File: config.mk
export PLATFORM = sky130hd
export DESIGN_NAME = mem_access_unit
export DESIGN_NICKNAME = d
export VERILOG_FILES = /design/src/rtl/mem_pkg.sv /design/src/rtl/mem_req_check.sv /design/src/rtl/mem_access_unit.sv
export SDC_FILE = /design/constraint.sdc
export NUM_CORES = 1
export LEC_CHECK = 0
export BUFFER_PORTS_ARGS = -buffer_cell sky130_fd_sc_hd__buf_2
export CAP_MARGIN = 10
export CORE_MARGIN = 3
export CORE_UTILIZATION = 46
export DETAILED_ROUTE_END_ITERATION = 10
export GPL_TIMING_DRIVEN = 0
export PLACE_DENSITY = 0.8
export SLEW_MARGIN = 5
export SYNTH_ARGS = -nofsm -noshare
export SYNTH_HDL_FRONTEND = slang
export SYNTH_SLANG_ARGS = --single-unit
File: constraint.sdc
create_clock -name clk -period 2.05 [get_ports clk]
set_clock_uncertainty 0.2 [all_clocks]
set_input_delay 0.3075 -clock clk [delete_from_list [all_inputs] [get_ports clk]]
set_output_delay 0.3075 -clock clk [all_outputs]
set_load 0.01 [all_outputs]
File: src/rtl/mem_pkg.sv
// Shared memop encodings and FSM state type for the data-memory access unit.
// Build option: MISALIGN_TRAP_EN (see mem_req_check).
package mem_pkg;

  localparam logic [2:0] MEMOP_B    = 3'b000;
  localparam logic [2:0] MEMOP_H    = 3'b001;
  localparam logic [2:0] MEMOP_W    = 3'b010;
  localparam logic [2:0] MEMOP_BU   = 3'b100;
  localparam logic [2:0] MEMOP_HU   = 3'b101;
  localparam logic [2:0] MEMOP_IDLE = 3'b111;

  typedef enum logic [1:0] {
    IDLE,
    ACCESS,
    WAIT,
    RESP
  } state_t;

endpackage

File: src/rtl/mem_req_check.sv
// Request legality and alignment check.
// MISALIGN_TRAP_EN: misaligned half/word accesses fault instead of being aligned.
module mem_req_check
  import mem_pkg::*;
#(
  parameter int ADDR_W = 32
) (
  input  logic              we,
  input  logic [2:0]        memop,
  input  logic [ADDR_W-1:0] addr,
  output logic              illegal,
  output logic [ADDR_W-1:0] addr_out
);

  logic is_half;
  logic is_word;
  logic bad_op;

  always_comb begin
    is_half = 1'b0;
    is_word = 1'b0;
    bad_op  = 1'b0;
    unique case (1'b1)
      (memop == MEMOP_B):  ;
      (memop == MEMOP_BU): bad_op = we;
      (memop == MEMOP_H):  is_half = 1'b1;
      (memop == MEMOP_HU): begin
        is_half = 1'b1;
        bad_op  = we;
      end
      (memop == MEMOP_W):  is_word = 1'b1;
      default:             bad_op = 1'b1;
    endcase
  end

`ifdef MISALIGN_TRAP_EN
  logic misalign;

  assign misalign = (is_half & addr[0])
                  | (is_word & (|addr[1:0]));
  assign illegal  = bad_op | misalign;
  assign addr_out = addr;
`else
  // Misaligned accesses are silently rounded down to the access size.
  assign illegal  = bad_op;
  assign addr_out = {addr[ADDR_W-1:2],
                     addr[1] & ~is_word,
                     addr[0] & ~(is_half | is_word)};
`endif

endmodule

File: src/rtl/mem_access_unit.sv
// CPU-to-data-memory access unit: one outstanding request, registered memory side.
// MISALIGN_TRAP_EN selects trapping vs. aligning of misaligned accesses.
module mem_access_unit
  import mem_pkg::*;
#(
  parameter int ADDR_W = 32
) (
  input  logic              clk,
  input  logic              rst_n,
  input  logic              req_valid,
  output logic              req_ready,
  input  logic              req_we,
  input  logic [2:0]        req_memop,
  input  logic [ADDR_W-1:0] req_addr,
  input  logic [31:0]       req_wdata,
  output logic              rsp_valid,
  input  logic              rsp_ready,
  output logic [31:0]       rsp_rdata,
  output logic              rsp_fault,
  output logic [31:0]       mem_addr,
  output logic [31:0]       mem_datain,
  output logic [2:0]        mem_memop,
  output logic              mem_we,
  input  logic [31:0]       mem_dataout
);

  state_t              state;
  state_t              state_nx;
  logic                up;
  logic                accept;
  logic                illegal;
  logic [ADDR_W-1:0]   addr_chk;
  logic                we_q;
  logic [2:0]          memop_q;
  logic [ADDR_W-1:0]   addr_q;
  logic [31:0]         wdata_q;
  logic [31:0]         rdata_q;
  logic                fault_q;

  mem_req_check #(
    .ADDR_W(ADDR_W)
  ) u_check (
    .we      (req_we),
    .memop   (req_memop),
    .addr    (req_addr),
    .illegal (illegal),
    .addr_out(addr_chk)
  );

  // 'up' keeps req_ready low until the first edge after reset release.
  assign req_ready  = up & (state == IDLE);
  assign accept     = req_valid & req_ready;
  assign mem_addr   = 32'(addr_q);
  assign mem_datain = wdata_q;
  assign rsp_rdata  = rdata_q;
  assign rsp_fault  = fault_q & (state == RESP);

  always_comb begin
    state_nx  = state;
    mem_we    = 1'b0;
    mem_memop = MEMOP_IDLE;
    rsp_valid = 1'b0;
    unique case (state)
      IDLE: begin
        if (accept) state_nx = illegal ? RESP : ACCESS;
      end
      ACCESS: begin
        mem_we    = we_q;
        mem_memop = memop_q;
        state_nx  = we_q ? RESP : WAIT;
      end
      WAIT: begin
        mem_memop = memop_q;
        state_nx  = RESP;
      end
      RESP: begin
        rsp_valid = 1'b1;
        if (rsp_ready) state_nx = IDLE;
      end
      default: state_nx = IDLE;
    endcase
  end

  always_ff @(posedge clk or negedge rst_n) begin
    if (!rst_n) begin
      state   <= IDLE;
      up      <= 1'b0;
      we_q    <= 1'b0;
      memop_q <= MEMOP_IDLE;
      addr_q  <= '0;
      wdata_q <= '0;
      rdata_q <= '0;
      fault_q <= 1'b0;
    end else begin
      state <= state_nx;
      up    <= 1'b1;
      if (accept) begin
        we_q    <= req_we;
        memop_q <= req_memop;
        addr_q  <= addr_chk;
        wdata_q <= req_wdata;
        rdata_q <= '0;
        fault_q <= illegal;
      end else if (state == WAIT) begin
        rdata_q <= mem_dataout;
      end
    end
  end

endmodule

==> results of run 1 <==
==> cells in the mapped netlist, types with 2 or more instances <==
master	n
nand2_1	201
dfrtp_1	101
nor2_1	33
mux2i_1	32
buf_2	8
buf_4	8
clkbuf_1	6
nand2b_1	5
ha_1	4
a21oi_1	3
and2_1	3
dfstp_2	3
inv_1	2
==> worst min-delay path, cell delays in order <==
cell and delay, ns:
buf_2 0.08, mux2i_1 0.06, nor2_1 0.08
==> cell type report <==
| type | instances | area (um2) | area share |
|---|---|---|---|
| repair buffers | 285 | 1840 | 0.290 |
| plain buffers | 22 | 123 | 0.0193 |
| flip-flops and latches | 104 | 2610 | 0.411 |
| clock inverters | 5 | 83.8 | 0.0132 |
| inverters | 2 | 7.51 | 0.00118 |
| clock buffers | 9 | 124 | 0.0195 |
| well taps | 108 | 135 | 0.0213 |
| multi-input cells | 295 | 1420 | 0.224 |
==> stage by stage <==
stage,hold slack [ns],setup slack (ns),util,total power [mW],instance area (um2)
3_5_place_dp,0.229,0.158,0.611,7.17,5350
6_report,0.0144,0.106,0.723,8.64,6340
5_1_grt,0.0000347,0.00211,0.723,9.27,6340
4_1_cts,0.00272,0.0306,0.721,8.64,6320
3_3_place_gp,0.246,-0.570,0.607,6.97,5320
2_1_floorplan,-0.188,0.375,-,5.55,4160
==> logic make-up after synthesis <==
family          synth area share
compound gates            0.0139
buf+inv                   0.0313
mux                       0.0798
simple gates               0.235
fa+ha+maj                 0.0120
flops                      0.627
other cells             0.000902
==> power groups by stage <==
stage / registers [mW] / clock network, mW / logic, mW
6_report: 3.55 / 1.35 / 3.74
3_5_place_dp: 3.57 / 0 / 3.59
2_1_floorplan: 3.99 / 0 / 1.56
3_3_place_gp: 3.53 / 0 / 3.44
5_1_grt: 3.66 / 1.48 / 4.13
4_1_cts: 3.54 / 1.39 / 3.71
==> state kept, by name, summed over array words and instances (netlist names) <==
register	count
fault_q	1
mem_addr	32
mem_datain	32
memop_q	3
rsp_rdata	32
state	2
up	1
we_q	1
==> per-layer routing <==
metal / global-route usage / vias up / share of wire
met3: 0.0547 / 30 / 0.068
met2: 0.439 / 163 / 0.53
li1: - / 1901 / -
met1: 0.260 / 1908 / 0.38
met4: 0.0890 / 0 / 0.025
met5: 0 / - / 0
==> repair_timing <==
| action | in CTS | in global routing |
|---|---|---|
| endpoints found under the setup margin | 0 | 4 |
| hold buffers | 76 | 1 |
| resized for setup | 0 | 1 |
| buffers inserted | 0 | 1 |
| endpoints found under the hold margin | 131 | 1 |
==> final timing paths <==
check	slack, ns	depth (start not counted)	end	start
max in group asynchronous	0.54	3	memop_q[2]$_DFFE_PN1P_	rst_n
hold reg to reg	0.27	2	memop_q[0]$_DFFE_PN1P_	memop_q[0]$_DFFE_PN1P_
min in group asynchronous	0.36	2	rsp_rdata[3]$_DFFE_PN0P_	rst_n
setup reg to reg	0.18	5	state[0]$_DFFE_PN0P_	state[1]$_DFFE_PN0P_
hold / removal	0.01	3	rsp_rdata[28]$_DFFE_PN0P_	mem_dataout[28]
setup / recovery	0.11	4	mem_memop[0]	state[0]$_DFFE_PN0P_
==> metrics, run 1 <==
core area 8760 um2; clk buf depth 2; crit-path cells inv_1 -> ha_2 -> nand2b_1 -> buf_2; Startpoint Class flop; Min Clock Period, post-route 1.94 ns; routability-driven placement congestion ratio 0.741; Residual DRC 0; CP required 1.54 ns; layout cell share with drive strength beyond 1 0.339; Ys Warns 0; vias per std cell 4.82; critical path buffer and inverter count 2; Yosys top cell by area dfrtp_1; Skew-Pair Late Insertion Delay 0.35 ns; slowest stage cell, crit path dfrtp_1; drt first pass iters 5; mapped cell area 4160 um2; Post-synth EDFFs 0; RSZ-0062 raised after global routing false; setup TNS 0 ns; Flop pwr share 0.411; Nets 827; routed len/inst 14.8 um; vias in the first global route 4158; Synth area leaders dfrtp_1, nand2_1, mux2i_1, nor2_1, dfstp_2; Syn Area/Cell 9.82 um2; Final HPWL DP 8010 um; PortBufs 206; Clock Power Share 0.156; P_sw 3.29 mW; syn nets 531; Worst setup EP type output port; Detailed Route Iter0 Violations 118; largest net degree at the start of global routing 60; Tot GR Track Use 0.236; commonest cells after routing, fill and taps aside buf_2, nand2_1, dfrtp_1, dlygate4sd3_1, nor2_1; Die Ht 101 um; Rel. slew slack 0.494; width of the die 101 um; area grow syn2layout 52.6%; via count 4002; worst min path class in2reg; Yosys cell types 27; first-pass GRT wire length 18900 um; Congestion Overflow GR 0; Synth top area share 0.608; pwr dens 1360 nW/um2; CTS sink count 104; status complete, no violations; CTS clk-pin slew, worst paths 0.09 ns; FILL cells 600; top-level port count 207; num rows 34; Fin. Hold Viols 0; initial antenna violation count 0; total CTS buffers 9; post-placement cell count 738; Main synth FF type dfrtp_1; combinational share of power 0.433; Crit Path Max Fanout 4; fin crit share 0.948; Final Max Tran Viols 0; total die area 10200 um2; Synth Register Bits 104; Routed WL 12300 um; total of max-cap violations 0; Worst path max stage delay 0.41 ns; internal power 5.35 mW; initial core utilization 0.474; non-filler cells, final 830; max frequency 0.514 GHz; Async SR Flop Fraction 1.00; cells after synthesis 423; commonest non-fill, non-tap cell in the layout buf_2; root buf cell clkbuf_8; Largest delay share family, worst path flip-flops; Worst VDD drop 0.000710 V; critical path class reg2out; # setup viols final 0; CTS tree built; P_leak 3.54 nW; Detail Route Antenna Nets 0; Worst-Margin Slew 0.759 ns; Critical Path AT 1.44 ns; H-tree levels 3; sequential share of the synthesized area 0.627; Ant. Diodes 0; Switching Share 0.381
Note: power is estimated with default switching activity, not from simulation.
==> run 2, diff against run 1 <==
--- a/config.mk
+++ b/config.mk
@@ -7,12 +7,12 @@
 export LEC_CHECK = 0
 export BUFFER_PORTS_ARGS = -buffer_cell sky130_fd_sc_hd__buf_2
 export CAP_MARGIN = 10
-export CORE_MARGIN = 3
+export CORE_MARGIN = 2
 export CORE_UTILIZATION = 46
 export DETAILED_ROUTE_END_ITERATION = 10
 export GPL_TIMING_DRIVEN = 0
 export PLACE_DENSITY = 0.8
-export SLEW_MARGIN = 5
+export SLEW_MARGIN = 20
 export SYNTH_ARGS = -nofsm -noshare
 export SYNTH_HDL_FRONTEND = slang
 export SYNTH_SLANG_ARGS = --single-unit
==> run 2 against run 1 <==
- register-to-register slack hardly changed
- global-route usage increased by 1.2 points
- combinational power hardly changed
- count of clock-buffer cells in the layout is 1 higher
- non-clock buffer count up 8
- sequential power is essentially flat
- fmax is 0.50% higher
- clock power is 7% higher
- core utilization up 1.5 points
==> metrics, run 2 (synthesis gave the netlist of run 1 again) <==
status complete, no violations; worst min path class in2reg; worst hold stages 3; CTS tree built; largest net degree at the start of global routing 64; vias in the first global route 4240; initial core utilization 0.476; CTS sink count 104; Tot GR Track Use 0.248; critical path class reg2out; core area 8720 um2; final core area utilization 0.739; max frequency 0.517 GHz; Final Max Tran Viols 0; drt first pass iters 4; routed len/inst 14.4 um; FILL cells 588; post-CTS setup buffers 0; Crit Path Max Fanout 5; width of the die 99.0 um; critical path buffer and inverter count 2; Largest delay share family, worst path flip-flops; Ant. Diodes 0; slowest stage cell, crit path dfrtp_1; commonest non-fill, non-tap cell in the layout buf_2; top-level port count 207; area grow syn2layout 55.1%; total CTS buffers 9; via count 4017; Final HPWL DP 7600 um; Fin. Hold Viols 0; initial antenna violation count 0; # setup viols final 0; total die area 9810 um2; Worst-Margin Slew 0.570 ns; Rel. slew slack 0.620; fin crit share 0.944; commonest cells after routing, fill and taps aside buf_2, nand2_1, dfrtp_1, dlygate4sd3_1, nor2_1; H-tree levels 3; RSZ-0062 raised after global routing false; Min Clock Period, post-route 1.93 ns; Worst setup EP type output port; clk buf depth 2; pwr dens 1350 nW/um2; Detail Route Antenna Nets 0; routability-driven placement congestion ratio 0.813; root buf cell clkbuf_8; PortBufs 206; total of max-cap violations 0; Worst path max stage delay 0.41 ns; Critical Path AT 1.43 ns; P_leak 3.59 nW; Worst VDD drop 0.000730 V; num rows 34; first-pass GRT wire length 19500 um; Startpoint Class flop; Detailed Route Iter0 Violations 199; Routed WL 12100 um; CP required 1.54 ns; crit-path cells inv_1 -> ha_2 -> nand2b_1 -> buf_2; Crit path depth 4; Congestion Overflow GR 0; layout cell share with drive strength beyond 1 0.336; worst-case reg-to-reg path depth 6; Pwr Total 8.71 mW; Die Ht 99.0 um; vias per std cell 4.78; CTS clk-pin slew, worst paths 0.11 ns; Nets 835; Skew-Pair Late Insertion Delay 0.34 ns; Residual DRC 0
run 2: cell types whose count changed in the layout (fill, tap and decap cells not counted), moves of 2 or more:
| cell | before | now |
|---|---|---|
| buf_4 | 10 | 8 |
| inv_6 | 0 | 4 |
| clkinvlp_4 | 2 | 0 |
| dlygate4sd3_1 | 77 | 86 |
run 2: what timing repair did:
| item | CTS | global route |
|---|---|---|
| resized for setup | 0 | 1 |
| endpoints found under the setup margin | 0 | 11 |
| hold endpoints to repair | 147 | 0 |
| hold buffers | 86 | 0 |
run 2: path summary, 6_finish.rpt:
path / slack [ns] / to / from
setup / recovery: 0.12 / mem_memop[0] / state[1]$_DFFE_PN0P_
hold / removal: 0.02 / rsp_rdata[4]$_DFFE_PN0P_ / mem_dataout[4]
setup reg to reg: 0.19 / mem_datain[21]$_DFFE_PN0P_ / state[0]$_DFFE_PN0P_
hold reg to reg: 0.26 / memop_q[2]$_DFFE_PN1P_ / memop_q[2]$_DFFE_PN1P_
max in group asynchronous: 0.64 / memop_q[0]$_DFFE_PN1P_ / rst_n
min in group asynchronous: 0.31 / rsp_rdata[27]$_DFFE_PN0P_ / rst_n
run 2: cell type report:
class / instances / area, um2 / area share
Inverter: 2 / 7.51 / 0.00117
Buffer: 22 / 123 / 0.0190
Multi-Input combinational cell: 295 / 1420 / 0.221
Tap cell: 108 / 135 / 0.0210
Sequential cell: 104 / 2610 / 0.404
Clock inverter: 6 / 95.1 / 0.0148
Timing Repair Buffer: 293 / 1920 / 0.298
Clock buffer: 10 / 138 / 0.0214
run 2: through the flow:
step	instance area [um2]	TNS, ns	worst slack [ns]	hold WS, ns	instances
after CTS	6440	0	0.0623	0.00485	840
after detailed placement	5350	0	0.145	0.130	738
final	6440	0	0.115	0.0207	840
after floorplan	4160	0	0.375	-0.188	423
after global placement	5320	-57.03	-0.570	0.246	737
after global routing	6440	0	0.00950	0.00695	840
run 2: worst register-to-register path, stage by stage (launching register included):
cell	delay (ns)
dfrtp_1	0.43
inv_1	0.11
ha_2	0.25
nand3_2	0.24
clkbuf_1	0.31
nand2_1	0.17
nand2_1	0.06
run 2: where the power goes:
| group | total, mW | internal (mW) | leakage [nW] | switching (mW) |
|---|---|---|---|---|
| Combinational | 3.71 | 1.63 | 2.19 | 2.08 |
| Clock | 1.45 | 0.740 | 0.118 | 0.711 |
| Sequential | 3.55 | 3.04 | 1.28 | 0.511 |
| Total | 8.71 | 5.41 | 3.59 | 3.30 |
run 2: per-layer routing:
| layer | share of wire | track usage | vias to the layer above |
|---|---|---|---|
| met5 | 0 | 0 | - |
| met4 | 0.013 | 0.0759 | 0 |
| met3 | 0.069 | 0.0539 | 15 |
| met2 | 0.52 | 0.452 | 167 |
| met1 | 0.40 | 0.293 | 1914 |
| li1 | - | - | 1921 |
